==> config.mk <==
export PLATFORM = sky130hd
export DESIGN_NAME = dec_entry_accum
export DESIGN_NICKNAME = d
export VERILOG_FILES = /design/src/rtl/dec_entry_pkg.sv /design/src/rtl/seg7_digit.sv /design/src/rtl/dec_entry_accum.sv
export SDC_FILE = /design/constraint.sdc
export NUM_CORES = 1
export LEC_CHECK = 0
export CAP_MARGIN = 20
export CORE_AREA = 2 2 103 105
export DETAILED_ROUTE_END_ITERATION = 8
export DIE_AREA = 0 0 105 107
export PLACE_DENSITY_LB_ADDON = 0.1
export SYNTH_ARGS = -nofsm -noshare
export SYNTH_HDL_FRONTEND = slang
export SYNTH_SLANG_ARGS = --single-unit
==> constraint.sdc <==
create_clock -name CLOCK_50 -period 5.5 [get_ports CLOCK_50]
set_input_delay 1.375 -clock CLOCK_50 [delete_from_list [all_inputs] [get_ports CLOCK_50]]
set_output_delay 1.375 -clock CLOCK_50 [all_outputs]
set_load 0.02 [all_outputs]
==> src/rtl/dec_entry_pkg.sv <==
// Shared types and constants for the decimal-entry accumulator.
// FSM state encoding, accumulator width and the 7-segment digit table.
package dec_entry_pkg;

    typedef enum logic [1:0] {
        IDLE,
        MUL8,
        ADD2,
        ADDD
    } state_t;

    localparam int ACC_W = 14;

    localparam logic [6:0] SEG_BLANK = 7'b1111111;

    // Active-low gfedcba patterns, digit 0 in the lowest slot.
    localparam logic [9:0][6:0] SEG_TABLE = {
        7'b0010000,
        7'b0000000,
        7'b1111000,
        7'b0000010,
        7'b0010010,
        7'b0011001,
        7'b0110000,
        7'b0100100,
        7'b1111001,
        7'b1000000
    };

    function automatic logic [6:0] seg_of(input logic [3:0] d);
        logic [6:0] s;
        s = SEG_BLANK;
        if (d <= 4'd9) begin
            s = SEG_TABLE[d];
        end
        return s;
    endfunction

endpackage

==> src/rtl/seg7_digit.sv <==
// Single-digit active-low 7-segment encoder with a blanking input.
// Out-of-range digit codes render blank.
module seg7_digit
    import dec_entry_pkg::*;
(
    input  logic [3:0] digit,
    input  logic       blank,
    output logic [6:0] seg
);

    // Blank overrides the digit lookup.
    always_comb begin
        seg = SEG_BLANK;
        if (!blank) begin
            seg = seg_of(digit);
        end
    end

endmodule

==> src/rtl/dec_entry_accum.sv <==
// Decimal keypad-style entry: accumulates up to MAX_DIGITS digits as acc*10+d.
// Optional HEX echo of entered digits under DEC_ENTRY_ECHO_EN.
module dec_entry_accum
    import dec_entry_pkg::*;
#(
    parameter int MAX_DIGITS = 4,
    parameter int OUT_W      = 10
) (
    input  logic             CLOCK_50,
    input  logic             RST_N,
    input  logic [3:0]       SW,
    input  logic             KEY_ENTER_N,
    input  logic             KEY_CLEAR_N,
    output logic [OUT_W-1:0] VALUE,
    output logic             OVF,
    output logic             ERR,
    output logic             FULL,
    output logic             BUSY
`ifdef DEC_ENTRY_ECHO_EN
    ,
    output logic [6:0]       HEX3,
    output logic [6:0]       HEX2,
    output logic [6:0]       HEX1,
    output logic [6:0]       HEX0
`endif
);

    localparam logic [2:0] CNT_MAX = 3'(MAX_DIGITS);

    logic ent_s1, ent_s2, ent_d;
    logic clr_s1, clr_s2, clr_d;
    logic enter_p, clear_p;

    state_t           state;
    logic [ACC_W-1:0] acc;
    logic [ACC_W-1:0] tmp;
    logic [3:0]       dig_reg;
    logic [2:0]       cnt;
    logic             err;

`ifdef DEC_ENTRY_ECHO_EN
    localparam int NB = (MAX_DIGITS > 4) ? MAX_DIGITS : 4;
    logic [NB-1:0][3:0] bcd;
`endif

    // Synchronise both buttons and turn each press into a 1-cycle pulse.
    always_ff @(posedge CLOCK_50 or negedge RST_N) begin
        if (!RST_N) begin
            ent_s1  <= 1'b1;
            ent_s2  <= 1'b1;
            ent_d   <= 1'b1;
            clr_s1  <= 1'b1;
            clr_s2  <= 1'b1;
            clr_d   <= 1'b1;
            enter_p <= 1'b0;
            clear_p <= 1'b0;
        end else begin
            ent_s1  <= KEY_ENTER_N;
            ent_s2  <= ent_s1;
            ent_d   <= ent_s2;
            clr_s1  <= KEY_CLEAR_N;
            clr_s2  <= clr_s1;
            clr_d   <= clr_s2;
            enter_p <= ent_d & ~ent_s2;
            clear_p <= clr_d & ~clr_s2;
        end
    end

    // Shift-and-add conversion: acc = acc*8 + acc*2 + digit over three steps.
    always_ff @(posedge CLOCK_50 or negedge RST_N) begin
        if (!RST_N) begin
            state   <= IDLE;
            acc     <= '0;
            tmp     <= '0;
            dig_reg <= '0;
            cnt     <= '0;
            err     <= 1'b0;
`ifdef DEC_ENTRY_ECHO_EN
            bcd     <= '0;
`endif
        end else if (clear_p) begin
            state <= IDLE;
            acc   <= '0;
            tmp   <= '0;
            cnt   <= '0;
            err   <= 1'b0;
`ifdef DEC_ENTRY_ECHO_EN
            bcd   <= '0;
`endif
        end else begin
            unique case (state)
                IDLE: begin
                    if (enter_p) begin
                        if (SW > 4'd9) begin
                            err <= 1'b1;
                        end else if (cnt != CNT_MAX) begin
                            dig_reg <= SW;
                            tmp     <= {acc[ACC_W-4:0], 3'b000};
                            state   <= MUL8;
                        end
                    end
                end
                MUL8: begin
                    tmp   <= tmp + {acc[ACC_W-2:0], 1'b0};
                    state <= ADD2;
                end
                ADD2: begin
                    acc   <= tmp + {{(ACC_W-4){1'b0}}, dig_reg};
                    cnt   <= cnt + 3'd1;
`ifdef DEC_ENTRY_ECHO_EN
                    bcd   <= {bcd[NB-2:0], dig_reg};
`endif
                    state <= ADDD;
                end
                ADDD: begin
                    state <= IDLE;
                end
                default: begin
                    state <= IDLE;
                end
            endcase
        end
    end

    // Status outputs decode directly from registered state.
    always_comb begin
        VALUE = acc[OUT_W-1:0];
        OVF   = (acc >> OUT_W) != '0;
        ERR   = err;
        FULL  = (cnt == CNT_MAX);
        BUSY  = (state != IDLE);
    end

`ifdef DEC_ENTRY_ECHO_EN
    seg7_digit u_hex0 (
        .digit (bcd[0]),
        .blank (cnt <= 3'd0),
        .seg   (HEX0)
    );

    seg7_digit u_hex1 (
        .digit (bcd[1]),
        .blank (cnt <= 3'd1),
        .seg   (HEX1)
    );

    seg7_digit u_hex2 (
        .digit (bcd[2]),
        .blank (cnt <= 3'd2),
        .seg   (HEX2)
    );

    seg7_digit u_hex3 (
        .digit (bcd[3]),
        .blank (cnt <= 3'd3),
        .seg   (HEX3)
    );
`endif

endmodule

After elaboration in Yosys (flattened, before gate mapping). Cells that the tools add are included.

Bits in registers: 46. Bits of input ports: 8. Output and inout bits: 14. Logic and storage cells: 62.

Add/subtract/negate cells: 3. Order comparisons: 1. Eq/ne operators: 8. Muxes and demuxes: 18. Bitwise logic cells: 6. Reductions and logical operators: 12.

Operators by type and width (number): 2-to-1 mux 14 bit (6); case mux 14 bit (2 select lines) (1); adder 14 bit (1); adder 14 x 4 -> 14 bit (1); nonzero test 14 bit (1); != test 3 bit (second input constant) (4); nonzero test 2 bit (5); 2-to-1 mux 2 bit (4); case mux 2 bit (4 select lines) (1); 2-to-1 mux 3 bit (2); AND reduction 3 bit (2); AND reduction 5 bit (1); == test 2 bit (second input constant) (2); > comparator 4 bit (second input constant) (1); 2-to-1 mux 1 bit (4); NOT 1 bit (4); AND reduction 4 bit (1); adder 3 x 1 -> 3 bit (second input constant) (1); == test 3 bit (second input constant) (1); nonzero test 3 bit (1); bitwise AND 1 bit (2); == test 2 x 1 -> 1 bit (second input constant) (1); zero test 2 bit (1).

Longest topological paths before layout. Gate-level depths: netlist (run 1).

Depth in word-level cells: 6. Mapped depth: 8. Gate-level depth less buffers: 8.

Least setup slack after synthesis (run 1). Ideal clock, no wire load.

Kind: in2reg. Start point: input port SW[2]. End point: register tmp[11]. Library setup time: 0.080 ns. Arrival time: 2.482 ns. Required time: 5.420 ns. Slack: 2.938 ns. Stages: 5. Buffers on the path: 0. Path through: o21ai_4 > a21oi_4 > or4_1 > a211o_1 > o211ai_2.

Word-level cells in the longest chain between the ends: 3.

RTL lines: start: declaration (line dec_entry_accum.sv:11) `input logic [3:0] SW,`; > comparator 4 bit (line dec_entry_accum.sv:94) `if (SW > 4'd9) begin`; != test 3 bit (no line); AND reduction 4 bit (no line); end signal: assignment (line dec_entry_accum.sv:98) `tmp <= {acc[ACC_W-4:0], 3'b000};`; end signal: assignment (line dec_entry_accum.sv:104) `tmp <= tmp + {acc[ACC_W-2:0], 1'b0};`; end: declaration (line dec_entry_accum.sv:36) `logic [ACC_W-1:0] tmp;`.

No other way between the ends. A chain may end at the register's enable or synchronous reset.

Final worst setup path (run 1).
Start point: register state[0]. End point: output port BUSY.

Word-level cells in the longest chain between the ends: 1.

RTL lines: start: declaration (line dec_entry_accum.sv:34) `state_t state;`; start signal: assignment (line dec_entry_accum.sv:72) `state <= IDLE;`; start signal: assignment (line dec_entry_accum.sv:82) `state <= IDLE;`; start signal: assignment (line dec_entry_accum.sv:99) `state <= MUL8;`; nonzero test 2 bit (line dec_entry_accum.sv:131) `BUSY = (state != IDLE);`; end: declaration (line dec_entry_accum.sv:18) `output logic BUSY`.

No other way between the ends.

==> results of run 1 <==
final timing paths:
| kind | slack (ns) | start | end | cells after the start |
|---|---|---|---|---|
| min | 0.36 | ent_s1$_DFF_PN1_ | ent_s2$_DFF_PN1_ | 0 |
| max in group asynchronous | 3.93 | RST_N | tmp[8]$_DFFE_PN0P_ | 2 |
| max | 2.13 | state[0]$_DFFE_PN0P_ | BUSY | 4 |
| min in group asynchronous | 1.14 | RST_N | cnt[2]$_DFFE_PN0P_ | 2 |
| max reg2reg | 3.27 | tmp[1]$_DFFE_PN0P_ | tmp[13]$_DFFE_PN0P_ | 8 |
| min reg2reg | 0.36 | ent_s1$_DFF_PN1_ | ent_s2$_DFF_PN1_ | 0 |
power by group:
group | leakage [uW] | internal (uW) | switching (uW)
combinational | 0.000773 | 386 | 502
sequential | 0.000571 | 436 | 135
clock | 0.0000452 | 93.0 | 132
cell families (layout without fill, tap and decap cells):
| family | Yosys count | after routing |
|---|---|---|
| compound gates | 79 | 79 |
| xor+xnor | 22 | 22 |
| fa+ha+maj | 23 | 23 |
| buf+inv | 35 | 45 |
| flops | 45 | 45 |
| mux | 11 | 11 |
| simple gates | 86 | 86 |
area by class of cell:
class	instances	area, um^2
Clock buffer	5	68.8
Clock inverter	3	25.0
Fill cell	1092	6800
Inverter	13	48.8
Multi-Input combinational cell	221	1620
Sequential cell	45	1130
Tap cell	136	170
Timing Repair Buffer	24	228
cell usage after synthesis (7+ instances only):
cell type	n
nand2_1	11
buf_4	10
a21oi_1	18
xor2_1	16
a211oi_1	14
inv_1	13
dfrtp_1	39
mux2i_1	7
nor2_1	29
ha_1	22
o21ai_0	7
nand3_1	9
clkbuf_1	7
metal layers:
| layer | routed length (um) | share of wire | vias up |
|---|---|---|---|
| met3 | 252 | 0.034 | 6 |
| met1 | 3610 | 0.49 | 1091 |
| li1 | - | - | 1102 |
| met4 | 79 | 0.011 | 0 |
| met5 | 0 | 0 | - |
| met2 | 3430 | 0.47 | 47 |
worst reg2reg max path: cells and delay by family (launching register included):
family                   cells  cell delay, ns
AND/OR/NAND/NOR              2            0.34
AO/OA/AOI/OAI                3            0.71
buffers and inverters        1            0.05
flip-flops                   1            0.44
adder cells (fa/ha/maj)      2            0.61
metrics by stage:
step	area (um^2)	setup slack, ns	power [uW]	hold WS (ns)
3_3_place_gp	3200	2.37	1470	0.346
3_5_place_dp	3200	2.32	1480	0.348
5_1_grt	3300	1.99	1840	0.366
4_1_cts	3300	2.10	1710	0.364
6_report	3300	2.13	1690	0.361
2_1_floorplan	2950	2.94	1230	0.345
==> reports/qor.yml, run 1 <==
outcome:
  status: "complete, no violations"
cts:
  cts_hold_buf: 0
  htreeDepth: 2
  cts_buffers: 5
  cts_tree: "done"
  clk_root_buffer_cell: "clkbuf_8"
  worst_skew_pair.late_latency_ns: 0.30
  cts_resized: 0
  clk_pin_slew_worst_paths_ns: 0.10
  ctsLongestPathBuffers: 2
  clock-sinks: 45
  cts_setup_buffers: 0
grt:
  overflow: 0
  groute.layer.met3.usage: 0.0188
  top_usage_layer: "met2"
  met2_usage: 0.226
  grt.total_usage: 0.138
  grt_pass1_wl_mm: 12.1
  antenna_found_initial: 0
  grt_max_degree: 46
  grt_pass1_vias: 2200
  use_met1: 0.191
power_and_ir_drop:
  leakage_uw: 0.00139
  p_per_area_mw_per_mm2: 511
  vdd_drop_max_v: 0.000187
floorplan:
  coreArea_mm2: 0.0101
  dieArea_mm2: 0.0112
  die_width_um: 105
  io_pins: 22
  die_h_um: 107
  start_util: 0.292
  num_rows: 37
setup_path:
  worstSetupEndpointType: "primary output"
  cp_data_required_time_ns: 4.12
  path_common_cell: "inv_1"
  worst_path_max_delay_cell: "clkdlybuf4s50_1"
  path_max_fanout: 10
  worstPathCellList: "inv_1 > ha_1 > inv_1 > clkdlybuf4s50_1"
  path_delay_family: "buffers and inverters"
  start_kind: "flop"
  crit_path_max_incr_delay_ns: 0.58
  crit_arrival_ns: 2.00
  critPathKind: "reg -> out"
  worst-path-buf-inv: 3
synth:
  synthCells: 301
  syn_area_per_cell_um2: 9.79
  synthTopCellsByArea: "dfrtp_1 33%, ha_1 9.3%, dfstp_2 5.4%"
  yosys.area.top_type: "dfrtp_1"
  synthesis.nets: 332
  yosys_warnings: 0
  synth-simple-area-share: 0.154
  synth_ff_type: "dfrtp_1"
  synthesis.area_mm2: 0.00295
  ys_seq_area_frac: 0.385
  synthArstFlopShare: 1.00
  ys_types: 60
  synth_fa_ha_area_frac: 0.100
  muxShareOfSynthArea: 0.0391
  ys_ff_latch: 45
  synth_compound_area_frac: 0.192
  post-synth-top-area-fraction: 0.331
  synth_top_family_by_area: "compound AO/OA/AOI/OAI gates"
  synthXorXnorAreaFrac: 0.0654
  synth_edf_count: 0
drt:
  ant_nets: 0
  drtIter0Drc: 104
  drc_errors: 0
  vias: 2246
  routed_wl_mm: 7.37
  wl_per_cell_um: 16.5
  vias_per_cell: 5.02
  dr.pass1.iters: 4
placement:
  dp.cells: 439
  place_congestion: 0.817
  io_buffers: 21
  hpwl_mm: 5.23
sta:
  slew_violations: 0
  clock_skew_ns: 0.00828
  tightest_slew_ns: 0.609
  timing.slew.headroom: 0.594
  finalSetupTns_ns: 0
  setup_viol: 0
  hold_violations: 0
  rsz0062_at_grt: "no"
  finalCritPeriodShare: 0.613
  period_needed_ns: 3.37
  max_freq_ghz: 0.297
finish:
  fin_util: 0.327
  fin_nets: 341
  syn_to_final_growth_pct: 11.9
  finalNonFillerCells: 447
  n_antenna_cell: 0
  layout_commonest_cell: "dfrtp_1"
  largest_reg_flops: 14
  final_layout_size_suffix_gt1_frac: 0.0997
  layout_common_cells: "39 x dfrtp_1, 29 x nor2_1, 22 x ha_1"
min_path:
  hold_class: "reg -> reg"
run:
  maxCapViolCount: 0
Power figures use the tool's default switching activity.
==> run 2: changes to the inputs <==
==> constraint.sdc (replaced) <==
create_clock -name CLOCK_50 -period 3 [get_ports CLOCK_50]
set_input_delay 0.75 -clock CLOCK_50 [delete_from_list [all_inputs] [get_ports CLOCK_50]]
set_output_delay 0.75 -clock CLOCK_50 [all_outputs]
set_load 0.02 [all_outputs]
==> reports/qor.yml, run 2 (same netlist as run 1, synthesis figures left out) <==
finish:
  largest_reg_flops: 14  # unchanged
  layout_commonest_cell: "dfrtp_1"  # unchanged
  n_antenna_cell: 0  # unchanged
  final_layout_size_suffix_gt1_frac: 0.111  # was 0.0997
  layout_common_cells: "39 x dfrtp_1, 29 x nor2_1, 22 x ha_1"  # unchanged
  multi_input_area_mm2: 0.00162  # unchanged
  syn_to_final_growth_pct: 14.3  # was 11.9%
  fin_util: 0.333  # was 0.327
  fin_nets: 345  # was 341
  nFillCells: 1077  # was 1,092
  register_area_mm2: 0.00113  # unchanged
sta:
  tightest_slew_ns: 0.560  # was 0.609 ns
  rsz0062_at_grt: "no"  # unchanged
  clock_skew_ns: 0.00616  # was 0.00828 ns
  timing.slew.headroom: 0.627  # was 0.594
  slew_violations: 0  # unchanged
  finalCritPeriodShare: 0.855
  fin_ws_ns: 0.436  # was 2.13 ns
  hold_violations: 0  # unchanged
  max_freq_ghz: 0.390
  period_needed_ns: 2.56
  setup_viol: 0  # unchanged
  finalSetupTns_ns: 0  # unchanged
floorplan:
  dieArea_mm2: 0.0112  # unchanged
  io_pins: 22  # unchanged
  die_width_um: 105  # unchanged
  num_rows: 37  # unchanged
  die_h_um: 107  # unchanged
  coreArea_mm2: 0.0101  # unchanged
  start_util: 0.292  # unchanged
power_and_ir_drop:
  p_seq_frac: 0.325  # was 0.339
  vdd_drop_max_v: 0.000325  # was 0.000187 V
  p_per_area_mw_per_mm2: 958  # was 511 mW/mm^2
  clockPowerShare: 0.157  # was 0.133
  comb_power_share: 0.518  # was 0.527
  p_int_uw: 1810  # was 916 uW
  leakage_uw: 0.00143  # was 0.00139 uW
  swShare: 0.438  # was 0.457
  p_sw_uw: 1410  # was 770 uW
cts:
  clk_pin_slew_worst_paths_ns: 0.09  # was 0.10 ns
  cts_tree: "done"  # unchanged
  htreeDepth: 2  # unchanged
  ctsLongestPathBuffers: 2  # unchanged
  clock-sinks: 45  # unchanged
  cts_resized: 0  # unchanged
  cts_buffers: 5  # unchanged
  cts_setup_buffers: 0  # unchanged
  clk_root_buffer_cell: "clkbuf_8"  # unchanged
  worst_skew_pair.late_latency_ns: 0.30  # about the same
  cts_hold_buf: 0  # unchanged
grt:
  grt_pass1_wl_mm: 12.1  # about the same
  grt_max_degree: 46  # unchanged
  grt.total_usage: 0.138  # about the same
  grt_pass1_vias: 2208  # was 2,200
  overflow: 0  # unchanged
  antenna_found_initial: 0  # unchanged
setup_path:
  r2r_end: "tmp[13]$_DFFE_PN0P_"  # unchanged
  path_delay_family: "buffers and inverters"  # unchanged
  worst-path-buf-inv: 1  # was 3
  crit_arrival_ns: 1.81  # was 2.00 ns
  worstSetupEndpointType: "primary output"  # unchanged
  worstReg2RegStart: "acc[0]$_DFFE_PN0P_"  # was tmp[1]$_DFFE_PN0P_
  worstPathCellList: "or4_1 > clkdlybuf4s50_1"  # was inv_1 > ha_1 > inv_1 > clkdlybuf4s50_1
  reg2reg_setup_slack_ns: 0.87  # was 3.27 ns
  worst_path_max_delay_cell: "clkdlybuf4s50_1"  # unchanged
  path_max_fanout: 4  # was 10
  crit_path_max_incr_delay_ns: 0.56  # was 0.58 ns
  cp_data_required_time_ns: 2.25  # was 4.12 ns
  reg2reg_depth: 8  # unchanged
  start_kind: "flop"  # unchanged
  critPathKind: "reg -> out"  # unchanged
drt:
  wl_per_cell_um: 16.2  # was 16.5 um
  ant_nets: 0  # unchanged
  vias: 2220  # was 2,246
  drtIter0Drc: 102  # was 104
  dr.pass1.iters: 5  # was 4
  vias_per_cell: 4.92  # was 5.02
  drc_errors: 0  # unchanged
  routed_wl_mm: 7.29  # was 7.37 mm
placement:
  place_ws_ns: 0.448  # was 2.32 ns
  hpwl_mm: 5.34  # was 5.23 mm
  place_congestion: 0.840  # was 0.817
  io_buffers: 21  # unchanged
min_path:
  hold_start: "ent_s1$_DFF_PN1_"  # unchanged
  hold_path_end: "ent_s2$_DFF_PN1_"  # unchanged
  hold_path_depth: 0  # unchanged
  hold_class: "reg -> reg"  # unchanged
outcome:
  status: "complete, no violations"  # unchanged
run:
  maxCapViolCount: 0  # unchanged
-- run 2: per-stage QoR --
| step | hold WS (ns) | cell area [um^2] | power, uW | instances |
|---|---|---|---|---|
| floorplan | 0.345 | 2950 | 2260 | 301 |
| global placement | 0.346 | 3250 | 2750 | 443 |
| detailed placement | 0.347 | 3250 | 2750 | 443 |
| CTS | 0.362 | 3370 | 3270 | 451 |
| global route | 0.366 | 3370 | 3510 | 451 |
| finish | 0.360 | 3370 | 3220 | 451 |
-- run 2: power by group through the flow --
| stage | logic, uW | clock network, uW | registers, uW |
|---|---|---|---|
| after floorplan | 1300 | 0 | 958 |
| after global placement | 1680 | 0 | 1070 |
| after detailed placement | 1680 | 0 | 1070 |
| after CTS | 1690 | 526 | 1060 |
| after global routing | 1870 | 546 | 1090 |
| final | 1670 | 507 | 1050 |
-- run 2: worst max-delay path by stage --
stage	from	to	slack (ns)	cells past startpoint
2_1_floorplan	SW[2]	tmp[11]$_DFFE_PN0P_	1.06	5
3_3_place_gp	SW[2]	tmp[11]$_DFFE_PN0P_	0.51	6
3_5_place_dp	SW[2]	tmp[11]$_DFFE_PN0P_	0.45	6
4_1_cts	acc[10]$_DFFE_PN0P_	OVF	0.39	2
5_1_grt	state[0]$_DFFE_PN0P_	BUSY	0.37	4
6_report	acc[10]$_DFFE_PN0P_	OVF	0.44	2
-- run 2: routing by layer --
| layer | global-route usage | part of all wire | up-vias |
|---|---|---|---|
| met5 | 0 | 0 | - |
| met4 | 0.0400 | 0.012 | 0 |
| met3 | 0.0213 | 0.032 | 6 |
| met2 | 0.225 | 0.47 | 48 |
| met1 | 0.189 | 0.49 | 1059 |
| li1 | - | - | 1107 |
-- run 2: area by class of cell --
| type | instances | share of cell area |
|---|---|---|
| repair buffers | 28 | 0.0803 |
| clock buffers | 6 | 0.0245 |
| clock inverters | 2 | 0.0112 |
| inverters | 13 | 0.0145 |
| well taps | 136 | 0.0506 |
| flip-flops and latches | 45 | 0.337 |
| multi-input cells | 221 | 0.482 |
-- run 2: worst register-to-register path, delay by kind of cell (launching register included) --
kind	cells	cell delay, ns
AOI/OAI and AO/OA	3	0.66
adders and majority gates	2	0.60
DFF	1	0.42
and+or+nand+nor	2	0.32
buffers and inverters	1	0.05
